### src/rtl/bsg_manycore_edge_responder.sv
// ----------------------------------------------------------------------------
// bsg_manycore_edge_responder
//
// Terminates num_ch_p unused mesh edge links. Each channel is either a
// responder (returns a well-formed credit or poisoned load data so the issuing
// tile never hangs) or a pure sink (legacy tie-off). Every channel counts stray
// packets (saturating) and captures the source of the first offender.
//
// Ports (per-channel signals are packed [num_ch_p-1:0] arrays):
//   clk_i, reset_n_i     : clock, synchronous active-low reset
//   req_v_i/req_ready_o  : request handshake
//   req_op_i             : 0 store, 1 load, 2 atomic, 3 reserved
//   req_addr_i           : request word address (debug capture only)
//   req_src_x_i/_y_i     : request source coordinate
//   req_load_id_i        : load id, echoed in the response
//   resp_v_o/resp_ready_i: response handshake
//   resp_type_o          : 0 write credit, 1 load data
//   resp_data_o          : poison_data_p for load/atomic, else 0
//   resp_load_id_o, resp_dst_x_o, resp_dst_y_o : echoed request fields
//   stray_cnt_o          : saturating stray packet count
//   err_o                : sticky, set on first stray packet
//   first_src_x_o/_y_o, first_addr_o : first offender capture
//   err_clr_i            : global clear of counters, err_o and capture
// ----------------------------------------------------------------------------
module bsg_manycore_edge_responder #(
  parameter int unsigned num_ch_p        = 1,
  parameter int unsigned addr_width_p    = 28,
  parameter int unsigned data_width_p    = 32,
  parameter int unsigned x_cord_width_p  = 4,
  parameter int unsigned y_cord_width_p  = 4,
  parameter int unsigned load_id_width_p = 5,
  parameter logic [num_ch_p-1:0]     respond_mask_p = '1,
  parameter logic [data_width_p-1:0] poison_data_p  = 32'hDEAD_BEEF,
  parameter int unsigned cnt_width_p     = 16
) (
  input  logic                                             clk_i,
  input  logic                                             reset_n_i,
  input  logic [num_ch_p-1:0]                              req_v_i,
  output logic [num_ch_p-1:0]                              req_ready_o,
  input  logic [num_ch_p-1:0][1:0]                         req_op_i,
  input  logic [num_ch_p-1:0][addr_width_p-1:0]            req_addr_i,
  input  logic [num_ch_p-1:0][x_cord_width_p-1:0]          req_src_x_i,
  input  logic [num_ch_p-1:0][y_cord_width_p-1:0]          req_src_y_i,
  input  logic [num_ch_p-1:0][load_id_width_p-1:0]         req_load_id_i,
  output logic [num_ch_p-1:0]                              resp_v_o,
  input  logic [num_ch_p-1:0]                              resp_ready_i,
  output logic [num_ch_p-1:0]                              resp_type_o,
  output logic [num_ch_p-1:0][data_width_p-1:0]            resp_data_o,
  output logic [num_ch_p-1:0][load_id_width_p-1:0]         resp_load_id_o,
  output logic [num_ch_p-1:0][x_cord_width_p-1:0]          resp_dst_x_o,
  output logic [num_ch_p-1:0][y_cord_width_p-1:0]          resp_dst_y_o,
  output logic [num_ch_p-1:0][cnt_width_p-1:0]             stray_cnt_o,
  output logic [num_ch_p-1:0]                              err_o,
  output logic [num_ch_p-1:0][x_cord_width_p-1:0]          first_src_x_o,
  output logic [num_ch_p-1:0][y_cord_width_p-1:0]          first_src_y_o,
  output logic [num_ch_p-1:0][addr_width_p-1:0]            first_addr_o,
  input  logic                                             err_clr_i
);

  localparam logic IDLE = 1'b0;
  localparam logic RESP = 1'b1;

  for (genvar i = 0; i < num_ch_p; i++) begin : g_ch

    logic accept;
    assign accept = req_v_i[i] & req_ready_o[i];

    // ------------------------------------------------------------------------
    // Stray accounting, common to responding and sink channels
    // ------------------------------------------------------------------------
    logic [cnt_width_p-1:0]    cnt_q, cnt_d;
    logic                      err_q, err_d;
    logic [x_cord_width_p-1:0] fx_q, fx_d;
    logic [y_cord_width_p-1:0] fy_q, fy_d;
    logic [addr_width_p-1:0]   fa_q, fa_d;

    // NOTE: every always_comb output gets a default first, so no path through
    // the block leaves a variable unassigned and no latch is inferred.
    always_comb begin
      cnt_d = cnt_q;
      err_d = err_q;
      fx_d  = fx_q;
      fy_d  = fy_q;
      fa_d  = fa_q;
      if (err_clr_i) begin
        // A same-cycle accept lands on top of the clear.
        cnt_d = cnt_width_p'(accept);
        err_d = accept;
        fx_d  = accept ? req_src_x_i[i] : '0;
        fy_d  = accept ? req_src_y_i[i] : '0;
        fa_d  = accept ? req_addr_i[i]  : '0;
      end else if (accept) begin
        if (cnt_q != '1) cnt_d = cnt_q + 1'b1;
        if (!err_q) begin
          err_d = 1'b1;
          fx_d  = req_src_x_i[i];
          fy_d  = req_src_y_i[i];
          fa_d  = req_addr_i[i];
        end
      end
    end

    // NOTE: sequential state uses non-blocking assignments so every register
    // samples its next value from the same pre-edge snapshot.
    always_ff @(posedge clk_i) begin
      if (!reset_n_i) begin
        cnt_q <= '0;
        err_q <= 1'b0;
        fx_q  <= '0;
        fy_q  <= '0;
        fa_q  <= '0;
      end else begin
        cnt_q <= cnt_d;
        err_q <= err_d;
        fx_q  <= fx_d;
        fy_q  <= fy_d;
        fa_q  <= fa_d;
      end
    end

    assign stray_cnt_o[i]   = cnt_q;
    assign err_o[i]         = err_q;
    assign first_src_x_o[i] = fx_q;
    assign first_src_y_o[i] = fy_q;
    assign first_addr_o[i]  = fa_q;

    if (respond_mask_p[i]) begin : g_resp
      // ----------------------------------------------------------------------
      // Responding channel: one-entry response register with pass-through
      // ready so back-to-back traffic flows at one packet per cycle.
      // ----------------------------------------------------------------------
      logic                       state_q, state_d;
      logic                       type_q, type_d;
      logic [data_width_p-1:0]    data_q, data_d;
      logic [load_id_width_p-1:0] id_q, id_d;
      logic [x_cord_width_p-1:0]  x_q, x_d;
      logic [y_cord_width_p-1:0]  y_q, y_d;
      logic                       is_load;

      assign is_load = (req_op_i[i] == 2'd1) || (req_op_i[i] == 2'd2);

      always_comb begin
        state_d = state_q;
        type_d  = type_q;
        data_d  = data_q;
        id_d    = id_q;
        x_d     = x_q;
        y_d     = y_q;
        if (accept) begin
          state_d = RESP;
          type_d  = is_load;
          data_d  = is_load ? poison_data_p : '0;
          id_d    = req_load_id_i[i];
          x_d     = req_src_x_i[i];
          y_d     = req_src_y_i[i];
        end else if (state_q == RESP && resp_ready_i[i]) begin
          state_d = IDLE;
        end
      end

      always_ff @(posedge clk_i) begin
        if (!reset_n_i) begin
          state_q <= IDLE;
          type_q  <= 1'b0;
          data_q  <= '0;
          id_q    <= '0;
          x_q     <= '0;
          y_q     <= '0;
        end else begin
          state_q <= state_d;
          type_q  <= type_d;
          data_q  <= data_d;
          id_q    <= id_d;
          x_q     <= x_d;
          y_q     <= y_d;
        end
      end

      // Ready is held low during reset; in RESP the slot frees exactly when
      // the current response is taken.
      assign req_ready_o[i]    = reset_n_i & ((state_q == IDLE) | resp_ready_i[i]);
      assign resp_v_o[i]       = (state_q == RESP);
      assign resp_type_o[i]    = type_q;
      assign resp_data_o[i]    = data_q;
      assign resp_load_id_o[i] = id_q;
      assign resp_dst_x_o[i]   = x_q;
      assign resp_dst_y_o[i]   = y_q;
    end else begin : g_sink
      // Legacy tie-off: swallow everything, never respond.
      assign req_ready_o[i]    = reset_n_i;
      assign resp_v_o[i]       = 1'b0;
      assign resp_type_o[i]    = 1'b0;
      assign resp_data_o[i]    = '0;
      assign resp_load_id_o[i] = '0;
      assign resp_dst_x_o[i]   = '0;
      assign resp_dst_y_o[i]   = '0;
    end
  end

endmodule

### config.mk
export PLATFORM = sky130hd
export DESIGN_NAME = bsg_manycore_edge_responder
export DESIGN_NICKNAME = d
export VERILOG_FILES = /design/src/rtl/bsg_manycore_edge_responder.sv
export SDC_FILE = /design/constraint.sdc
export NUM_CORES = 1
export LEC_CHECK = 0
export CAP_MARGIN = 20
export CORE_ASPECT_RATIO = 1.1
export CORE_MARGIN = 1.5
export CORE_UTILIZATION = 35
export DETAILED_ROUTE_END_ITERATION = 8
export GPL_TIMING_DRIVEN = 0
export PLACE_DENSITY = 0.71
export SLEW_MARGIN = 20
export SYNTH_ARGS = -nofsm -noshare
export SYNTH_HDL_FRONTEND = slang
export SYNTH_SLANG_ARGS = --single-unit
### constraint.sdc
create_clock -name clk_i -period 2.4 [get_ports clk_i]
set_input_delay 0.72 -clock clk_i [delete_from_list [all_inputs] [get_ports clk_i]]
set_output_delay 0.72 -clock clk_i [all_outputs]
set_load 0.005 [all_outputs]
-- Yosys cells after proc, flatten, opt, wreduce, memory -nomap -nowiden
Cells that the tools add are included.
- flip-flop bits (word level): 100
- bits in latches: 0
- bits in writable memories: 0
- memory bits (read-only): 0
- input port bits: 48
- output and inout port bits: 101
- word-level logic and storage cells: 51
- memories kept: 0
- add/subtract/negate cells: 1
- multipliers: 0
- divide/modulo/power cells: 0
- order comparisons: 0
- eq/ne operators: 4
- shift operators: 0
- muxes and demuxes: 20
- bitwise logic cells: 5
- reductions and logical operators: 9
- operators with widths (kind ; number):
    $mux 28 ; 4
    $mux 32 ; 1
    $mux 4 ; 8
    $add 16x1->16 const B ; 1
    $ne 16x16->1 const B ; 1
    $mux 1 ; 7
    $reduce_and 2->1 ; 3
    $reduce_bool 2->1 ; 3
    $and 1x1->1 ; 2
    $eq 2x1->1 const B ; 1
    $eq 2x2->1 const B ; 1
    $ne 2x2->1 const B ; 1
    $not 1->1 ; 2
    $reduce_or 2->1 ; 1
    $logic_and 1x1->1 ; 1
    $logic_or 1x1->1 ; 1
    $or 1x1->1 ; 1

-- Longest topological paths before layout
Gate-level depths: netlist of run 1.
- depth after elaboration: 6
- gate-level depth with buffers: 8
- depth with buffers taken out: 5

-- Worst setup path after synthesis of run 1
No wires, ideal clock.
- path type: input-to-output
- from: input port reset_n_i
- to: output port req_ready_o
- arrival time: 1.552 ns
- required time: 1.680 ns
- setup slack: 0.128 ns
- stages: 5
- path buffers: 3
- cells stage by stage: buf_6 > inv_1 > clkbuf_1 > buf_1 > nor2_1
- word-level cells in the longest chain between the ends: 1
- ends and longest elaborated chain (element ; line ; text):
    start: declaration ; 37 ; input logic reset_n_i,
    $and 1x1->1 ; 181 ; assign req_ready_o[i] = reset_n_i & ((state_q == IDLE) | resp_ready_i[i]);
    end: declaration ; 39 ; output logic [num_ch_p-1:0] req_ready_o,
Every way passes these cells.

-- Worst setup path after layout of run 1
Same ends and word-level chain as after synthesis.

==> results by group, run 1 <==
Setup path
  – Critical Path AT: approximately 1.5 ns
  – Critical Path RT: around 1.7 ns
  – Worst R2R Path Depth: 6
  – Worst Path Max Fanout: 10
  – RR Endpoint: stray_cnt_o[7]
  – Crit Path Category: input port to output port
  – Reg2Reg Setup Slack: 0.53 ns
  – Worst Setup End Kind: output port
  – CP startpoint kind: input port
  – Worst r2r src: stray_cnt_o[0]

Timing
  – Worst Tran Pin Value: 0.527 ns
  – Final Hold Fails: 0
  – Min Hold Slack: roughly 0.45 ns
  – Slew headroom: between 60% and 70%
  – Final setup violation count: 0
  – Skew final: approximately 0.011 ns
  – Crit share post-route: between 90% and 100%
  – Final Slew Violations: 0
  – Unrepaired setup endpoints after global routing: false
  – Post-route setup slack: around 0.17 ns
  – Fin crit period: between 2 and 2.5 ns
  – F_max: about 0.45 GHz

Cells and area
  – Antenna Cells: 0
  – Fillers: 813
  – Most common cell after layout, fill and taps aside: clkdlybuf4s50_1
  – NumNets Final: between 500 and 600
  – Layout Cell Area excl Fill: 4870 um^2
  – Layout Utilization: 57.4%
  – Most frequent cells in the layout: clkdlybuf4s50_1 (137), dfxtp_1 (67), nand2_1 (65)
  – Share of cells above drive strength 1: between 10% and 20%
  – Post-Layout Cell Count: 638
  – Layout area overhead: 57.6%

Placement
  – Placement Setup Slack: -0.705 ns
  – Placement Cell Area: around 4600 um^2
  – Post-DP HPWL: ~6.5 mm
  – RePlAce Congestion: 0.826
  – Placed Instances: between 600 and 700
  – PortBufs: ~140

Global routing
  – Vias in the first global route: approximately 2900
  – Global-route wire length before repair: 14.2 mm
  – GRT overflow: 0
  – Initial antenna violation count: 0
  – Largest net degree at the start of global routing: 27
  – GRT Total Usage: about a fifth

Logic synthesis
  – Post-Synthesis Cell Area: around 3100 um^2
  – Cell count after synthesis: 365
  – Seq/Total Area, Yosys: 44.0%
  – Post-synth ARST share: 0%
  – Synth unique cells: 38
  – Synth warn: 0
  – Synthesized flop and latch total: 68
  – Number of flops mapped to enable cells by yosys: 0
  – Main synth FF type: dfxtp_1
  – Syn avg cell area: roughly 8.5 um^2

Floorplan
  – Die Wd: slightly above 90 um
  – Die Y: ~100 um
  – Core area: approximately 8500 um^2
  – Core Rows: 35
  – Die area: between 9000 and 10000 um^2
  – Starting Density: between 30% and 40%
  – IO Pins: 149

Clock network
  – CTS Hold Bufs: 0
  – Total CTS buffers: 9
  – CTS tree: done
  – # clock sinks: 68
  – Clock root cell: clkbuf_8
  – Clock latency reported for the late side of the worst-skew pair: ~0.33 ns
  – H-tree Lvls: 3
  – Clock slew seen by the registers of the worst setup and hold paths: roughly 0.07 ns
  – Longest Clk Path Bufs: 2

Routing
  – Via density: 4.84
  – Initial drt markers: about 110
  – DRT antenna net count: 0
  – DR vias: 3089
  – Pre-antenna DRT Iters: 4
  – DRC: 0
  – Drt wl/cell: about 14 um
  – Final WL: ~9 mm

Flow run
  – Max-cap check violation count: 0

Pwr
  – Pwr Density: between 500 and 600 nW/um^2
  – Leak pwr: 1.81 nW
  – Max VDD drop: around 400 uV

Hold path
  – Hold depth: 2
  – HP Class: flip-flop to flip-flop
  – Worst Hold Endpoint: resp_load_id_o[0]
  – Hold_sp: resp_load_id_o[0]

Outcome
  – Status: finished clean
[through the flow]
stage,setup TNS [ns],total power [W]
global placement,-4.67,0.00167
floorplan,0,0.00141
global route,0,0.00275
detailed placement,-6.49,0.00168
CTS,0,0.00264
finish,0,0.00262
[sequential cells by signal, summed over array words and instances, names as in the netlist]
name / count
err_o: 1
resp_data_o: 1
first_src_y_o: 4
first_addr_o: 28
resp_dst_x_o: 4
resp_v_o: 1
stray_cnt_o: 16
resp_dst_y_o: 4
first_src_x_o: 4
resp_load_id_o: 5
[cells in the mapped netlist, types with 5 or more instances]
master / instances / area share, %
or4_1: 9 / 2.2
buf_2: 8 / 1.3
clkbuf_1: 10 / 1.2
buf_4: 32 / 7.8
nand2_1: 65 / 7.9
nand3b_1: 28 / 6.8
a21oi_1: 46 / 7.4
dfxtp_1: 68 / 44
nand3_1: 15 / 2.4
o21ai_0: 5 / 0.81
a22oi_1: 8 / 1.9
o31ai_1: 8 / 1.9
nor2_1: 12 / 1.5
[power by group]
part,internal (W),switching (W)
registers,0.00117,0.0000300
logic,0.000289,0.000165
clock network,0.000534,0.000435
[worst max-delay path, stage by stage]
cell and delay (ns):
buf_6 0.12, clkinvlp_4 0.09, buf_2 0.19, nor2_1 0.11
dlygate4sd2_1 0.26
[final cells by class]
cell class / count / area (um^2) / area share (%)
clock buffer: 12 / 155 / 3.18
sequential: 68 / 1370 / 28.0
clock inverter: 4 / 47.5 / 0.975
buffer: 55 / 368 / 7.55
tap: 111 / 139 / 2.85
timing repair buffer: 140 / 1400 / 28.7
inverter: 2 / 11.3 / 0.231
multi-input combinational: 246 / 1390 / 28.5
[cell families after synthesis]
family,synth area share (%)
other,0.121
AND/OR/NAND/NOR,28.2
multiplexers,1.29
buffers and inverters,12.2
AO/OA/AOI/OAI,13.5
adder cells (fa/ha/maj),0.404
XOR/XNOR,0.283
flip-flops,44.0
[how the worst max path moves through the flow]
| stage | from | slack [ns] | end | depth (start not counted) |
|---|---|---|---|---|
| detailed placement | reset_n_i | -0.71 | req_ready_o | 6 |
| floorplan | reset_n_i | 0.13 | req_ready_o | 5 |
| CTS | resp_ready_i | 0.01 | req_ready_o | 4 |
| finish | reset_n_i | 0.17 | req_ready_o | 5 |
| global route | err_clr_i | 0.08 | first_addr_o[21] | 6 |
| global placement | reset_n_i | -0.72 | req_ready_o | 6 |
[timing repair]
item	4_1_cts	5_1_grt
gates resized for setup	4	4
endpoints found under the setup margin	26	21
hold endpoints to repair	0	0
buffers inserted	1	0
[metal layers]
| layer | wire, um | GRT usage, % |
|---|---|---|
| met1 | 3860 | 23.2 |
| met2 | 4390 | 32.2 |
| met3 | 697 | 6.38 |
| met4 | 18 | 5.71 |
| met5 | 0 | 0 |
Power figures use the tool's default switching activity.
==> inputs of run 2 (changes only) <==
--- a/config.mk
+++ b/config.mk
@@ -12,6 +12,7 @@
 export DETAILED_ROUTE_END_ITERATION = 8
 export GPL_TIMING_DRIVEN = 0
 export PLACE_DENSITY = 0.71
+export SKIP_LAST_GASP = 1
 export SLEW_MARGIN = 20
 export SYNTH_ARGS = -nofsm -noshare
 export SYNTH_HDL_FRONTEND = slang
==> run 2 against run 1 <==
Sequential share of layout area about the same; clock power about the same; critical endpoint unchanged; count of clock-buffer cells in the layout unchanged; first-iteration DRC count decreased by 5.7%; via count about the same; die area unchanged; register-to-register slack about the same; combinational power about the same; cell count unchanged.
==> results by group, run 2 (same netlist as run 1, synthesis figures left out) <==
Outcome
  – Status: finished clean

Floorplan
  – Die Wd: 92.6 um
  – Core Rows: 35
  – Core area: roughly 8500 um^2
  – Die area: around 9400 um^2
  – IO Pins: about 150
  – Die Y: between 100 and 150 um
  – Starting Density: a little over a third

Routing
  – DRT antenna net count: 0
  – Via density: just under 5
  – Pre-antenna DRT Iters: 4
  – Final WL: about 9 mm
  – DR vias: roughly 3100
  – Drt wl/cell: between 10 and 15 um
  – DRC: 0
  – Initial drt markers: 99

Clock network
  – Longest Clk Path Bufs: 2
  – Clock slew seen by the registers of the worst setup and hold paths: around 0.07 ns
  – Total CTS buffers: 9
  – CTS tree: done
  – H-tree Lvls: 3
  – Clock latency reported for the late side of the worst-skew pair: roughly 0.33 ns
  – CTS Hold Bufs: 0
  – Clock root cell: clkbuf_8
  – # clock sinks: slightly below 70

Timing
  – Final setup violation count: 0
  – Post-route setup slack: 0.135 ns
  – Slew headroom: between 60% and 70%
  – F_max: about 0.44 GHz
  – Setup TNS: 0 ns
  – Final Hold Fails: 0
  – Crit share post-route: a little over nine tenths
  – Fin crit period: between 2 and 2.5 ns
  – Worst Tran Pin Value: 0.527 ns
  – Final Slew Violations: 0
  – Skew final: 0.0127 ns
  – Unrepaired setup endpoints after global routing: false

Placement
  – RePlAce Congestion: 0.826
  – Post-DP HPWL: ~6.5 mm
  – Placement Cell Area: 4650 um^2
  – PortBufs: ~140
  – Placed Instances: 622
  – Placement Setup Slack: -0.705 ns

Setup path
  – CP startpoint kind: input port
  – Reg2Reg Setup Slack: ~0.53 ns
  – Worst r2r src: stray_cnt_o[0]
  – Worst R2R Path Depth: 6
  – Critical Path AT: around 1.5 ns
  – Worst Setup End Kind: output port
  – Worst Path Max Fanout: 2
  – Crit Path Category: input port to output port
  – Critical Path End: req_ready_o
  – RR Endpoint: stray_cnt_o[7]
  – Crit path from: resp_ready_i
  – Critical Path RT: between 1.5 and 2 ns

Global routing
  – GRT Total Usage: a little under a fifth
  – Initial antenna violation count: 0
  – Global-route wire length before repair: ~14 mm
  – Vias in the first global route: around 2900
  – GRT overflow: 0
  – Largest net degree at the start of global routing: 27

Cells and area
  – Share of cells above drive strength 1: 14.0%
  – NumNets Final: approximately 570
  – Max FFs per register: 28
  – Layout Cell Area excl Fill: around 4900 um^2
  – Most common cell after layout, fill and taps aside: clkdlybuf4s50_1
  – Most frequent cells in the layout: clkdlybuf4s50_1 (138), dfxtp_1 (67), nand2_1 (65)
  – Layout area overhead: 57.6%
  – Post-Layout Cell Count: ~640
  – Fillers: 809
  – Antenna Cells: 0

Pwr
  – Max VDD drop: approximately 400 uV
  – Pwr Density: around 540 nW/um^2
  – Leak pwr: 1.81 nW

Flow run
  – Max-cap check violation count: 0

Hold path
  – HP Class: flip-flop to flip-flop
==> run 2: changes by cell type in the layout (fill, tap and decap cells not counted) <==
cell / delta
dlygate4sd2_1: -1
clkdlybuf4s50_1: +1
nor2b_2: -1
nor2b_1: +1
==> run 2: routing by layer <==
| layer | GRT usage, % | up-vias | share of wire (%) |
|---|---|---|---|
| li1 | - | 1547 | - |
| met3 | 6.38 | 2 | 7.7 |
| met1 | 23.2 | 1431 | 43 |
| met2 | 32.2 | 108 | 49 |
| met4 | 5.71 | 0 | 0.20 |
| met5 | 0 | - | 0 |
==> run 2: layout make-up <==
class	count	area [um^2]	area share [%]
inverters	2	11.3	0.231
clock buffers	12	155	3.18
clock inverters	4	47.5	0.976
repair buffers	140	1400	28.8
plain buffers	55	368	7.55
well taps	111	139	2.85
flip-flops and latches	68	1370	28.0
multi-input cells	246	1390	28.4
==> run 2: worst min path at each step <==
stage                            from                end  depth (start not counted)
detailed placement    resp_dst_x_o[1]    resp_dst_x_o[1]                          2
global route        resp_load_id_o[2]  resp_load_id_o[2]                          2
finish              resp_load_id_o[0]  resp_load_id_o[0]                          2
CTS                   resp_dst_y_o[0]    resp_dst_y_o[0]                          2
global placement    resp_load_id_o[0]  resp_load_id_o[0]                          2
floorplan           resp_load_id_o[0]  resp_load_id_o[0]                          2
==> run 2: metrics by stage <==
| step | hold WS, ns | total power, W | util, % |
|---|---|---|---|
| global route | 0.487 | 0.00275 | 57.4 |
| CTS | 0.457 | 0.00264 | 57.2 |
| finish | 0.455 | 0.00262 | 57.4 |
| floorplan | 0.450 | 0.00141 | - |
| detailed placement | 0.447 | 0.00168 | 54.7 |
| global placement | 0.444 | 0.00167 | 54.7 |
==> run 2: power by group <==
group,switching (W),internal [W]
logic,0.000165,0.000290
clock network,0.000434,0.000534
registers,0.0000301,0.00117
==> run 2: worst max-delay path, stage by stage <==
cell and delay [ns]:
clkdlybuf4s50_1 0.42, nor2b_1 0.18, nor2_1 0.06, dlymetal6s2s_1 0.16
==> run 2: timing repair <==
action	CTS	global route
resized for setup	3	3
gates cloned	0	0
buffers inserted	1	0
endpoints found under the setup margin	26	21
